==> config.mk <==
export PLATFORM = sky130hd
export DESIGN_NAME = noc_wr_mem_target
export DESIGN_NICKNAME = d
export VERILOG_FILES = /design/src/rtl/noc_wr_mem_target.sv
export SDC_FILE = /design/constraint.sdc
export NUM_CORES = 1
export LEC_CHECK = 0
export ABC_AREA = 1
export CAP_MARGIN = 20
export CORE_AREA = 2 2 640 642
export DETAILED_ROUTE_END_ITERATION = 10
export DIE_AREA = 0 0 642 644
export SYNTH_ARGS = -nofsm -noshare
export SYNTH_HDL_FRONTEND = slang
export SYNTH_SLANG_ARGS = --single-unit
==> constraint.sdc <==
create_clock -name clk -period 2.6 [get_ports clk]
set_clock_uncertainty 0.1 [all_clocks]
set_input_delay 0.39 -clock clk [delete_from_list [all_inputs] [get_ports clk]]
set_output_delay 0.39 -clock clk [all_outputs]
set_load 0.1 [all_outputs]
==> src/rtl/noc_wr_mem_target.sv <==
// noc_wr_mem_target: turns NoC STORE_MEM writes into a memory write command, streams the payload, and returns a STORE_MEM_ACK.
// Latency: from header accept to ack valid is 3 cycles + payload flits + memory done latency; one write in flight at a time.
// Backpressure: payload flits stall on mem_wr_tgt_data_rdy. Building with NOC_WR_TGT_TYPE_CHECK_EN drains non-STORE_MEM messages and flags them.

package noc_wr_pkg;
    localparam int NOC_DATA_WIDTH     = 512;
    localparam int NOC_DATA_BYTES     = NOC_DATA_WIDTH / 8;
    localparam int NOC_PADBYTES_WIDTH = 6;
    localparam int MSG_LENGTH_WIDTH   = 8;
    localparam int MSG_TYPE_WIDTH     = 8;
    localparam int CHIP_WIDTH         = 14;
    localparam int COORD_WIDTH        = 8;
    localparam int FBITS_WIDTH        = 4;
    localparam int ADDR_WIDTH         = 48;
    localparam int DATA_SIZE_WIDTH    = 16;
    localparam int HDR_USED_WIDTH     = 2 * (CHIP_WIDTH + 2 * COORD_WIDTH + FBITS_WIDTH)
                                      + MSG_LENGTH_WIDTH + MSG_TYPE_WIDTH + ADDR_WIDTH + DATA_SIZE_WIDTH;

    localparam logic [MSG_TYPE_WIDTH-1:0] MSG_TYPE_LOAD_MEM      = 8'd19;
    localparam logic [MSG_TYPE_WIDTH-1:0] MSG_TYPE_STORE_MEM     = 8'd20;
    localparam logic [MSG_TYPE_WIDTH-1:0] MSG_TYPE_STORE_MEM_ACK = 8'd24;

    typedef struct packed {
        logic [CHIP_WIDTH-1:0]                     dst_chip;
        logic [COORD_WIDTH-1:0]                    dst_x;
        logic [COORD_WIDTH-1:0]                    dst_y;
        logic [FBITS_WIDTH-1:0]                    dst_fbits;
        logic [MSG_LENGTH_WIDTH-1:0]               msg_len;
        logic [MSG_TYPE_WIDTH-1:0]                 msg_type;
        logic [CHIP_WIDTH-1:0]                     src_chip;
        logic [COORD_WIDTH-1:0]                    src_x;
        logic [COORD_WIDTH-1:0]                    src_y;
        logic [FBITS_WIDTH-1:0]                    src_fbits;
        logic [ADDR_WIDTH-1:0]                     addr;
        logic [DATA_SIZE_WIDTH-1:0]                data_size;
        logic [NOC_DATA_WIDTH-HDR_USED_WIDTH-1:0]  rsvd;
    } hdr_t;

    typedef struct packed {
        logic [ADDR_WIDTH-1:0]      addr;
        logic [DATA_SIZE_WIDTH-1:0] size;
    } mem_req_struct;
endpackage

module noc_wr_mem_target
    import noc_wr_pkg::*;
#(
    parameter logic [COORD_WIDTH-1:0] SRC_X = '0,
    parameter logic [COORD_WIDTH-1:0] SRC_Y = '0,
    parameter logic [FBITS_WIDTH-1:0] FBITS = '0
) (
    input  logic                          clk,
    input  logic                          rst_n,
    input  logic                          noc0_wr_tgt_req_val,
    input  logic [NOC_DATA_WIDTH-1:0]     noc0_wr_tgt_req_data,
    output logic                          wr_tgt_noc0_req_rdy,
    output logic                          wr_tgt_noc0_resp_val,
    output logic [NOC_DATA_WIDTH-1:0]     wr_tgt_noc0_resp_data,
    input  logic                          noc0_wr_tgt_resp_rdy,
    output logic                          wr_tgt_mem_req_val,
    output mem_req_struct                 wr_tgt_mem_req_entry,
    input  logic                          mem_wr_tgt_req_rdy,
    output logic                          wr_tgt_mem_data_val,
    output logic [NOC_DATA_WIDTH-1:0]     wr_tgt_mem_data,
    output logic                          wr_tgt_mem_data_last,
    output logic [NOC_PADBYTES_WIDTH-1:0] wr_tgt_mem_data_padbytes,
    input  logic                          mem_wr_tgt_data_rdy,
    input  logic                          mem_wr_tgt_done,
    output logic                          wr_tgt_err
);

    typedef enum logic [2:0] {
        IDLE          = 3'd0,
        ISSUE_REQ     = 3'd1,
        PASS_DATA     = 3'd2,
        WAIT_MEM_DONE = 3'd3,
        SEND_ACK      = 3'd4,
        DRAIN         = 3'd5
    } state_t;

    state_t                       state, state_nxt;
    hdr_t                         in_hdr;
    hdr_t                         ack_hdr;
    logic [ADDR_WIDTH-1:0]        addr_q;
    logic [DATA_SIZE_WIDTH-1:0]   size_q;
    logic [MSG_LENGTH_WIDTH-1:0]  len_q;
    logic [CHIP_WIDTH-1:0]        src_chip_q;
    logic [COORD_WIDTH-1:0]       src_x_q;
    logic [COORD_WIDTH-1:0]       src_y_q;
    logic [FBITS_WIDTH-1:0]       src_fbits_q;
    logic [MSG_LENGTH_WIDTH-1:0]  cnt_q;
    logic                         is_last;
    logic [NOC_PADBYTES_WIDTH-1:0] pad_last;
    logic                         type_bad;
    logic                         hdr_take;
    logic                         flit_take;
    logic                         err_set;
    logic                         unused_hdr_bits;

    assign in_hdr = hdr_t'(noc0_wr_tgt_req_data);

    // Destination-side header fields and reserved bits are never needed here.
    assign unused_hdr_bits = ^{in_hdr.dst_chip, in_hdr.dst_x, in_hdr.dst_y, in_hdr.dst_fbits,
                               in_hdr.msg_type, in_hdr.rsvd, err_set};

`ifdef NOC_WR_TGT_TYPE_CHECK_EN
    assign type_bad = (in_hdr.msg_type != MSG_TYPE_STORE_MEM);
`else
    assign type_bad = 1'b0;
`endif

    // Counter compares against msg_len-1, so msg_len at its maximum ends at all-ones-minus-one and never wraps.
    assign is_last  = (cnt_q == (len_q - MSG_LENGTH_WIDTH'(1)));
    assign pad_last = NOC_PADBYTES_WIDTH'(DATA_SIZE_WIDTH'(len_q) * DATA_SIZE_WIDTH'(NOC_DATA_BYTES) - size_q);

    // Ack header is built purely from the captured request source and this node's identity.
    always_comb begin
        ack_hdr           = '0;
        ack_hdr.dst_chip  = src_chip_q;
        ack_hdr.dst_x     = src_x_q;
        ack_hdr.dst_y     = src_y_q;
        ack_hdr.dst_fbits = src_fbits_q;
        ack_hdr.msg_len   = '0;
        ack_hdr.msg_type  = MSG_TYPE_STORE_MEM_ACK;
        ack_hdr.src_x     = SRC_X;
        ack_hdr.src_y     = SRC_Y;
        ack_hdr.src_fbits = FBITS;
    end

    // State register.
    always_ff @(posedge clk or negedge rst_n) begin
        if (!rst_n) begin
            state <= IDLE;
        end else begin
            state <= state_nxt;
        end
    end

    // Next-state and handshake outputs; req_rdy is gated by rst_n so nothing is accepted while reset is held.
    always_comb begin
        state_nxt                = state;
        wr_tgt_noc0_req_rdy      = 1'b0;
        wr_tgt_noc0_resp_val     = 1'b0;
        wr_tgt_noc0_resp_data    = ack_hdr;
        wr_tgt_mem_req_val       = 1'b0;
        wr_tgt_mem_data_val      = 1'b0;
        wr_tgt_mem_data          = noc0_wr_tgt_req_data;
        wr_tgt_mem_data_last     = 1'b0;
        wr_tgt_mem_data_padbytes = '0;
        hdr_take                 = 1'b0;
        flit_take                = 1'b0;
        err_set                  = 1'b0;
        unique case (state)
            IDLE: begin
                wr_tgt_noc0_req_rdy = rst_n;
                if (noc0_wr_tgt_req_val) begin
                    hdr_take = 1'b1;
                    if (type_bad) begin
                        err_set   = 1'b1;
                        state_nxt = (in_hdr.msg_len == '0) ? IDLE : DRAIN;
                    end else begin
                        state_nxt = ISSUE_REQ;
                    end
                end
            end
            ISSUE_REQ: begin
                wr_tgt_mem_req_val = 1'b1;
                if (mem_wr_tgt_req_rdy) begin
                    state_nxt = (len_q == '0) ? WAIT_MEM_DONE : PASS_DATA;
                end
            end
            PASS_DATA: begin
                wr_tgt_mem_data_val      = noc0_wr_tgt_req_val;
                wr_tgt_noc0_req_rdy      = mem_wr_tgt_data_rdy;
                wr_tgt_mem_data_last     = is_last;
                wr_tgt_mem_data_padbytes = is_last ? pad_last : '0;
                if (noc0_wr_tgt_req_val && mem_wr_tgt_data_rdy) begin
                    flit_take = 1'b1;
                    if (is_last) begin
                        state_nxt = WAIT_MEM_DONE;
                    end
                end
            end
            WAIT_MEM_DONE: begin
                if (mem_wr_tgt_done) begin
                    state_nxt = SEND_ACK;
                end
            end
            SEND_ACK: begin
                wr_tgt_noc0_resp_val = 1'b1;
                if (noc0_wr_tgt_resp_rdy) begin
                    state_nxt = IDLE;
                end
            end
            DRAIN: begin
                wr_tgt_noc0_req_rdy = 1'b1;
                if (noc0_wr_tgt_req_val) begin
                    flit_take = 1'b1;
                    if (is_last) begin
                        state_nxt = IDLE;
                    end
                end
            end
            default: begin
                state_nxt                = state_t'(3'bxxx);
                wr_tgt_noc0_req_rdy      = 1'bx;
                wr_tgt_noc0_resp_val     = 1'bx;
                wr_tgt_noc0_resp_data    = 'x;
                wr_tgt_mem_req_val       = 1'bx;
                wr_tgt_mem_data_val      = 1'bx;
                wr_tgt_mem_data          = 'x;
                wr_tgt_mem_data_last     = 1'bx;
                wr_tgt_mem_data_padbytes = 'x;
                hdr_take                 = 1'bx;
                flit_take                = 1'bx;
                err_set                  = 1'bx;
            end
        endcase
    end

    // Capture the header fields needed for the memory command, length tracking and the ack.
    always_ff @(posedge clk or negedge rst_n) begin
        if (!rst_n) begin
            addr_q      <= '0;
            size_q      <= '0;
            len_q       <= '0;
            src_chip_q  <= '0;
            src_x_q     <= '0;
            src_y_q     <= '0;
            src_fbits_q <= '0;
        end else if (hdr_take) begin
            addr_q      <= in_hdr.addr;
            size_q      <= in_hdr.data_size;
            len_q       <= in_hdr.msg_len;
            src_chip_q  <= in_hdr.src_chip;
            src_x_q     <= in_hdr.src_x;
            src_y_q     <= in_hdr.src_y;
            src_fbits_q <= in_hdr.src_fbits;
        end
    end

    // Payload flit counter, restarted by every header.
    always_ff @(posedge clk or negedge rst_n) begin
        if (!rst_n) begin
            cnt_q <= '0;
        end else if (hdr_take) begin
            cnt_q <= '0;
        end else if (flit_take) begin
            cnt_q <= cnt_q + MSG_LENGTH_WIDTH'(1);
        end
    end

    assign wr_tgt_mem_req_entry.addr = addr_q;
    assign wr_tgt_mem_req_entry.size = size_q;

`ifdef NOC_WR_TGT_TYPE_CHECK_EN
    logic err_q;

    // Sticky error: once a non-store header is seen it stays flagged until reset.
    always_ff @(posedge clk or negedge rst_n) begin
        if (!rst_n) begin
            err_q <= 1'b0;
        end else if (err_set) begin
            err_q <= 1'b1;
        end
    end

    assign wr_tgt_err = err_q;
`else
    assign wr_tgt_err = 1'b0;
`endif

endmodule

# After elaboration in Yosys (flattened, before gate mapping)
# Index checks and enable logic that the tools add are counted.
dict set report op_classes {
  n_addsub 3
  n_eq_ne 14
  mux 25
  reduce_logical 12
}
# cell count
set op_table {}
lappend op_table {{$mux W512} 2}
lappend op_table {{$mux W3} 8}
lappend op_table {{$reduce_or A5 Y1} 4}
lappend op_table {{$pmux W3 S6} 1}
lappend op_table {{$mux W8} 2}
lappend op_table {{$ne A2 B2 Y1 const B} 8}
lappend op_table {{$pmux W6 S2} 1}
lappend op_table {{$pmux W1 S2} 5}
lappend op_table {{$add A8 B1 Y8 const B} 1}
lappend op_table {{$eq A8 B8 Y1} 1}
lappend op_table {{$logic_not A8 Y1} 1}
lappend op_table {{$reduce_and A8 Y1} 1}
lappend op_table {{$sub A8 B1 Y8 const B} 1}
lappend op_table {{$eq A3 B2 Y1 const B} 2}
lappend op_table {{$eq A3 B3 Y1 const B} 2}
lappend op_table {{$mux W6} 1}
lappend op_table {{$reduce_or A6 Y1} 1}
lappend op_table {{$sub A1 B6 Y6 const A} 1}
lappend op_table {{$pmux W1 S4} 1}
lappend op_table {{$reduce_or A4 Y1} 1}
lappend op_table {{$eq A3 B1 Y1 const B} 1}
lappend op_table {{$logic_not A3 Y1} 1}
lappend op_table {{$mux W1} 3}
lappend op_table {{$pmux W1 S3} 1}
lappend op_table {{3 further kinds} 3}
dict set report word_totals {
  ff_bits 117
  in_bits 519
  out_inout_bits 1100
  wordCells 63
}

# Longest topological paths before layout
# Gate-level depths: netlist (run 1).
dict set report logic_depth {
  ltp_word 5
  depth_mapped 15
}

# Least setup slack after synthesis (run 1)
# No wires, ideal clock.
dict set report synth_timing {
  path_kind {flip-flop to output port}
  startpoint {reg size_q[0]}
  endpoint {out wr_tgt_mem_data_padbytes[4]}
  arrival_ns 3.085
  setup_slack_ns -0.975
  path_stages_with_launch 8
  n_path_buf 0
  path_cell_list {dfrtp_1 > inv_1 > ha_1 > inv_1 > nor2_1 > nand2_1 > nand2_1 > a21oi_1}
}
dict set report synth_via {
  elab_chain_cells 3
}
# item line_no
set synth_lines {}
lappend synth_lines {{start, declared} 85} ;# logic [DATA_SIZE_WIDTH-1:0] size_q;
lappend synth_lines {{start signal, assigned} 233} ;# size_q <= in_hdr.data_size;
lappend synth_lines {{$sub A1 B6 Y6} 114} ;# assign pad_last = NOC_PADBYTES_WIDTH'(DATA_SIZE_WIDTH'(len_q) * DATA_SIZE_WIDTH'(NOC_DATA_BYTES) - size_q);
lappend synth_lines {{$mux W6} 176} ;# wr_tgt_mem_data_padbytes = is_last ? pad_last : '0;
lappend synth_lines {{$pmux W6 S2} 153} ;# unique case (state)
lappend synth_lines {{end, declared} 66} ;# output logic [NOC_PADBYTES_WIDTH-1:0] wr_tgt_mem_data_padbytes,
# Every way passes these cells.

# Worst setup path after layout (run 1)
dict set report layout_timing {
  startpoint {reg len_q[1]}
  endpoint {out wr_tgt_mem_data_padbytes[2]}
}
dict set report layout_via {
  elab_chain_cells 4
}
# item line_no
set layout_lines {}
lappend layout_lines {{start, declared} 86} ;# logic [MSG_LENGTH_WIDTH-1:0] len_q;
lappend layout_lines {{start signal, assigned} 234} ;# len_q <= in_hdr.msg_len;
lappend layout_lines {{$sub A8 B1 Y8} 113} ;# assign is_last = (cnt_q == (len_q - MSG_LENGTH_WIDTH'(1)));
lappend layout_lines {{$eq A8 B8 Y1} 113}
lappend layout_lines {{$mux W6} 176}
lappend layout_lines {{$pmux W6 S2} 153}
# Every way passes these cells.

==> impl_metrics.ini, run 1 <==
[timing]
period_share_pct = 116
fmax_mhz = 332
slew_headroom_pct = 44.4
setup_viol = 7
worstMarginPinSlew_ns = 0.840
layout_min_cycle_time_ns = 3.02
slew_viol_final = 0
hold_violations = 0
setup_slack_ns = -0.416
rsz0062_at_grt = true

[floorplan]
initial_utilization_pct = 3.07
dieWidth_microns = 642
dieHeight_microns = 644
core-area_sq_mm = 0.408
io_pins = 1619
dieArea_sq_mm = 0.413
num_rows = 235

[setup_path]
cp_max_fo = 5
crit_path_top_delay_cell = dfrtp_1
cp.required_ns = 2.11
setup.worst_path.start_class = register
worstSetupEndpointType = output port
crit_path_max_incr_delay_ns = 0.38
crit_path_start = len_q[1]$_DFFE_PN0P_
crit_path_cell_trace = inv_2 -> ha_4 -> inv_2 -> nand2_2 -> nand2_1 -> nand2_1 -> nand2_1 -> nor2_1 -> nand3_2 -> nor2_4 -> nand3_4 -> buf_12 -> nor3b_4 -> buf_12
crit_type = register to output port
path_common_cell = nand2_1
r2r_start = state[1]$_DFFE_PN0P_
cp.arrival_ns = 2.53

[placement]
gp_congestion = 0.766
place_area_sq_mm = 0.0177
dp_hpwl_microns = 194000
portBuffers = 327
place_ws_ns = -0.411

[routing]
wire_per_inst_microns = 29.7
vias = 8410
drc_errors = 0
wl_microns = 205000
routed-wl-met3_microns = 63600
wl_met1_microns = 32500
drt_iter0_markers = 392
top_layer_used = met5
via_per_inst = 1.22
wl_met2_microns = 102000
ant_nets = 0
dr.pass1.iters = 4

[yosys]
seq_area_frac_synth_pct = 23.4
synth_top_area_share_pct = 60.0
synth_top_cells_by_area = buf_4 (60%), dfrtp_1 (23%), nand2_1 (10%)
synth_top_area_cell = buf_4
synth-seq-cells = 117
yosysWarnings = 0
netlist_instances = 1607
synth_cell_types = 33
syn_avg_cell_area_sq_um = 7.79
synthesis.area_sq_mm = 0.0125

[layout]
fin_area_sq_mm = 0.0186
drive_gt1_share_pct = 21.7
areaGrowthSynthToFinish_pct = 48.5
multiInputGateArea_sq_mm = 0.00387
fillers = 48414
nNetsFinal = 1970
regArea_sq_mm = 0.00293
post-route-util_pct = 4.56

[cts]
root_buffer = clkbuf_16
insertion_delay_ns = 0.55
numCtsBuffers = 25
clkTransAtPathRegs_ns = 0.06
cts_max_level = 4
clock-sinks = 117
tritoncts = done
clk_path_buf_depth = 3

[status]
status = finished with violations
violations = setup timing

[global_routing]
grt.overflow.total = 0
track_usage_pct = 9.55
grt_antenna_before_repair = 67
grt_pass1_wl_microns = 221000
grt_max_degree = 77
grt_pass1_vias = 7322

[min_path]
hp-class = input pin to async pin

[pwr]
leakage_nw = 6.74
powerDensity_mw_per_mm2 = 1200
peakVddDrop_v = 0.00105

[flow_run]
maxCapViolCount = 0
-- sequential cells by signal (all words and copies together), names as in the netlist --
signal       count
cnt_q            8
src_chip_q      14
size_q          16
src_fbits_q      4
src_x_q          8
addr_q          48
state            3
src_y_q          8
len_q            8
-- kinds of logic after synthesis --
group,Yosys count,synth area share [%]
and+or+nand+nor,399,12.7
other,2,0.0600
buffers and inverters,1045,61.4
DFF,117,23.4
AOI/OAI and AO/OA,34,1.60
adders and majority gates,4,0.400
xor gates and xnor gates,6,0.420
-- timing repair --
action	CTS	global route
resized for setup	23	4
hold buffers	1	0
endpoints found under the hold margin	117	0
endpoints found under the setup margin	8	8
buffers inserted	5	3
pin swaps	5	6
-- critical path, delay by kind of cell, from the launching register on --
family                   cells  cell delay, ns
adder cells (fa/ha/maj)      1            0.17
AND/OR/NAND/NOR              9            0.94
flip-flops                   1            0.38
buffers and inverters        4            0.48
-- synth_stat cells (all sizes together) --
| master | number |
|---|---|
| a211oi | 1 |
| inv | 30 |
| a31oi | 1 |
| a221o | 1 |
| nor3 | 3 |
| ha | 4 |
| clkbuf | 8 |
| buf | 1007 |
| nand3 | 20 |
| xnor2 | 1 |
| dfrtp | 117 |
| nand4 | 3 |
| o21a | 2 |
| xor2 | 5 |
| a21oi | 11 |
| conb | 2 |
| o31ai | 1 |
| o21ai | 14 |
| nand2 | 345 |
| nand3b | 1 |
| nor3b | 2 |
| a21boi | 2 |
| nor2 | 25 |
| o22ai | 1 |
-- final cells by class --
cell class                      instances  area share, %
Sequential cell                       117           15.8
Antenna cell                            6         0.0808
Multi-Input combinational cell        922           20.8
Clock inverter                          2         0.0538
Timing Repair Buffer                  351           22.3
Clock buffer                           29           3.61
Inverter                               30          0.666
Tap cell                             5451           36.7
-- stage by stage --
step	hold WS, ns	instances	setup TNS, ns	total power [mW]
6_report	0.148	6908	-2.37	22.4
5_1_grt	0.122	6904	-3.42	23.6
4_1_cts	0.0863	6899	-2.55	23.3
3_5_place_dp	0.124	6862	-1.45	19.6
3_3_place_gp	0.122	6861	-2.02	19.5
2_1_floorplan	-0.00559	2084	-0.487	17.9
-- placed cells by master, fill, tap and decap left out, types with 2 or more instances in the layout --
cell             count
nand2_1            340
nor2_1              13
nand2_2              3
buf_8                2
inv_1               21
clkbuf_8             3
nand4_1              2
a21oi_4              2
dfrtp_1            112
clkdlybuf4s50_1    111
inv_2                6
xor2_1               3
nor3_1               2
buf_4               99
a21boi_2             2
buf_2               34
clkinv_2             2
dfrtp_2              5
o21a_1               2
nor2_2               5
clkbuf_16           25
a21oi_1              9
conb_1             479
ha_1                 3
buf_12             104
nor2_4               7
nand2_4              2
o21ai_0             13
nand3_2              2
diode_2              6
nand3_1             17
-- power breakdown --
part,switching (mW),total [mW],internal (mW)
Clock,1.34,3.14,1.80
Sequential,0.611,3.27,2.66
Combinational,13.6,16.0,2.39
Total,15.5,22.4,6.85
-- worst paths after layout --
path,slack (ns),endpoint,cells after the start
max in group asynchronous,1.40,state[2]$_DFFE_PN0P_,3
worst max register to register,0.42,addr_q[2]$_DFFE_PN0P_,9
worst max-delay path,-0.42,wr_tgt_mem_data_padbytes[2],14
min in group clk,0.31,src_fbits_q[0]$_DFFE_PN0P_,3
worst min register to register,0.37,addr_q[25]$_DFFE_PN0P_,2
worst min-delay path,0.15,addr_q[12]$_DFFE_PN0P_,2
-- per-layer routing --
layer,vias to the layer above,global-route usage [%]
met5,-,0.567
met4,8,2.65
li1,3095,-
met1,3524,4.32
met2,1508,17.0
met3,275,13.8
Note: power is estimated with default switching activity, not from simulation.
==> run 2, diff against run 1 <==
==> constraint.sdc (replaced) <==
create_clock -name clk -period 3.14 [get_ports clk]
set_clock_uncertainty 0.1 [all_clocks]
set_input_delay 0.471 -clock clk [delete_from_list [all_inputs] [get_ports clk]]
set_output_delay 0.471 -clock clk [all_outputs]
set_load 0.1 [all_outputs]
==> impl_metrics.ini, run 2 (synthesized netlist as in run 1, its figures left out) <==
[flow_run]
maxCapViolCount = 0

[timing]
holdWs_ns = 0.263
slew_headroom_pct = 40.3
setup_slack_ns = 0.0166
finalSetupTns_ns = 0
hold_violations = 0
period_share_pct = 99.5
worstMarginPinSlew_ns = 0.901
layout_min_cycle_time_ns = 3.12
fmax_mhz = 320
setup_viol = 0
slew_viol_final = 0
rsz0062_at_grt = true

[routing]
via_per_inst = 1.22
dr.pass1.iters = 5
routed-wl-met3_microns = 65400
drc_errors = 0
wire_per_inst_microns = 29.7
wl_microns = 205000
vias = 8451
wl_met1_microns = 34500
drt_iter0_markers = 422
wl_met2_microns = 99200
top_layer_used = met5
ant_nets = 0

[setup_path]
path_common_cell = nand2_1
cp.arrival_ns = 2.55
crit_path_start = len_q[4]$_DFFE_PN0P_
crit_path_cell_trace = nor2_1 -> nand3_1 -> nand2_1 -> nand2_1 -> nand2_1 -> nand2_1 -> nor2_2 -> nand3_2 -> buf_12 -> nor3b_4 -> buf_12
worstSetupEndpointType = output port
cp_max_fo = 7
critical_path.top_delay_family = simple AND/OR/NAND/NOR gates
r2r_start = state[1]$_DFFE_PN0P_
crit_path_max_incr_delay_ns = 0.42
setup.worst_path.start_class = register
crit_type = register to output port
cp.required_ns = 2.57
crit_path_top_delay_cell = dfrtp_1
path_buf_inv = 2

[placement]
place_ws_ns = 0.290
placed_cells = 6865
gp_congestion = 0.748
dp_hpwl_microns = 194000
portBuffers = 327
place_area_sq_mm = 0.0165

[pwr]
powerDensity_mw_per_mm2 = 1050
p_total_mw = 18.2
leakage_nw = 6.33
peakVddDrop_v = 0.000735

[cts]
clock-sinks = 117
numCtsBuffers = 25
tritoncts = done
cts_max_level = 4
root_buffer = clkbuf_16
insertion_delay_ns = 0.55
clk_path_buf_depth = 3
clkTransAtPathRegs_ns = 0.08

[layout]
nNetsFinal = 1970
fin_area_sq_mm = 0.0174
largest_reg_flops = 48
largest_register = addr_q
fin_cells = 6920
post-route-util_pct = 4.27
fillers = 48556
reg.largest.list = addr_q: 48 flops, size_q: 16 flops, src_chip_q: 14 flops
layout_common_cells = conb_1 (479), nand2_1 (341), buf_4 (184)
areaGrowthSynthToFinish_pct = 38.8
drive_gt1_share_pct = 20.2
final_common_cell = conb_1

[min_path]
hp-class = input pin to async pin

[global_routing]
track_usage_pct = 9.57
grt_pass1_vias = 7104
grt.overflow.total = 0
grt_antenna_before_repair = 72
grt_pass1_wl_microns = 222000
grt_max_degree = 46

[floorplan]
dieArea_sq_mm = 0.413
num_rows = 235
core-area_sq_mm = 0.408
dieHeight_microns = 644
dieWidth_microns = 642
initial_utilization_pct = 3.07
io_pins = 1619

[status]
status = completed
## run 2: routing by layer
layer	GRT usage, %	up-vias
met5	1.65	-
met4	2.24	14
met3	14.2	253
met2	16.5	1549
met1	4.61	3536
li1	-	3099
## run 2: path summary, 6_finish.rpt
check	to	slack [ns]	depth (start not counted)
worst max-delay path	wr_tgt_mem_data_padbytes[2]	0.02	11
worst min-delay path	src_chip_q[6]$_DFFE_PN0P_	0.26	2
worst max register to register	addr_q[39]$_DFFE_PN0P_	0.95	8
worst min register to register	addr_q[24]$_DFFE_PN0P_	0.38	2
max in group asynchronous	src_x_q[6]$_DFFE_PN0P_	1.49	3
min in group clk	src_chip_q[1]$_DFFE_PN0P_	0.37	3
## run 2: final cells by class
class	instances	area (sq um)	share of cell area [%]
inverters	30	118	0.677
repair buffers	351	3010	17.3
flip-flops and latches	117	2930	16.8
clock buffers	27	643	3.70
multi-input cells	922	3750	21.5
clock inverters	4	72.6	0.417
diodes	18	45.0	0.259
well taps	5451	6820	39.2
## run 2: timing repair
item                                   CTS  global route
hold buffers                             1             0
buffers inserted                         4             1
setup endpoints to repair                7             7
endpoints found under the hold margin   19             0
gates cloned                             0             0
gates resized for setup                 13             0
pin swaps                                7             5
## run 2: where the power goes
group	internal, mW	switching, mW
clock	1.61	1.09
sequential	2.20	0.450
combinational	1.72	11.1
## run 2: worst register-to-register path, stage by stage (launching register included)
cell and delay (ns):
dfrtp_1 0.40, inv_1 0.17, ha_1 0.29, nand2_1 0.08, inv_1 0.06, nand2_4 0.19, buf_4 0.50, nand2_1 0.20
nand2_1 0.09
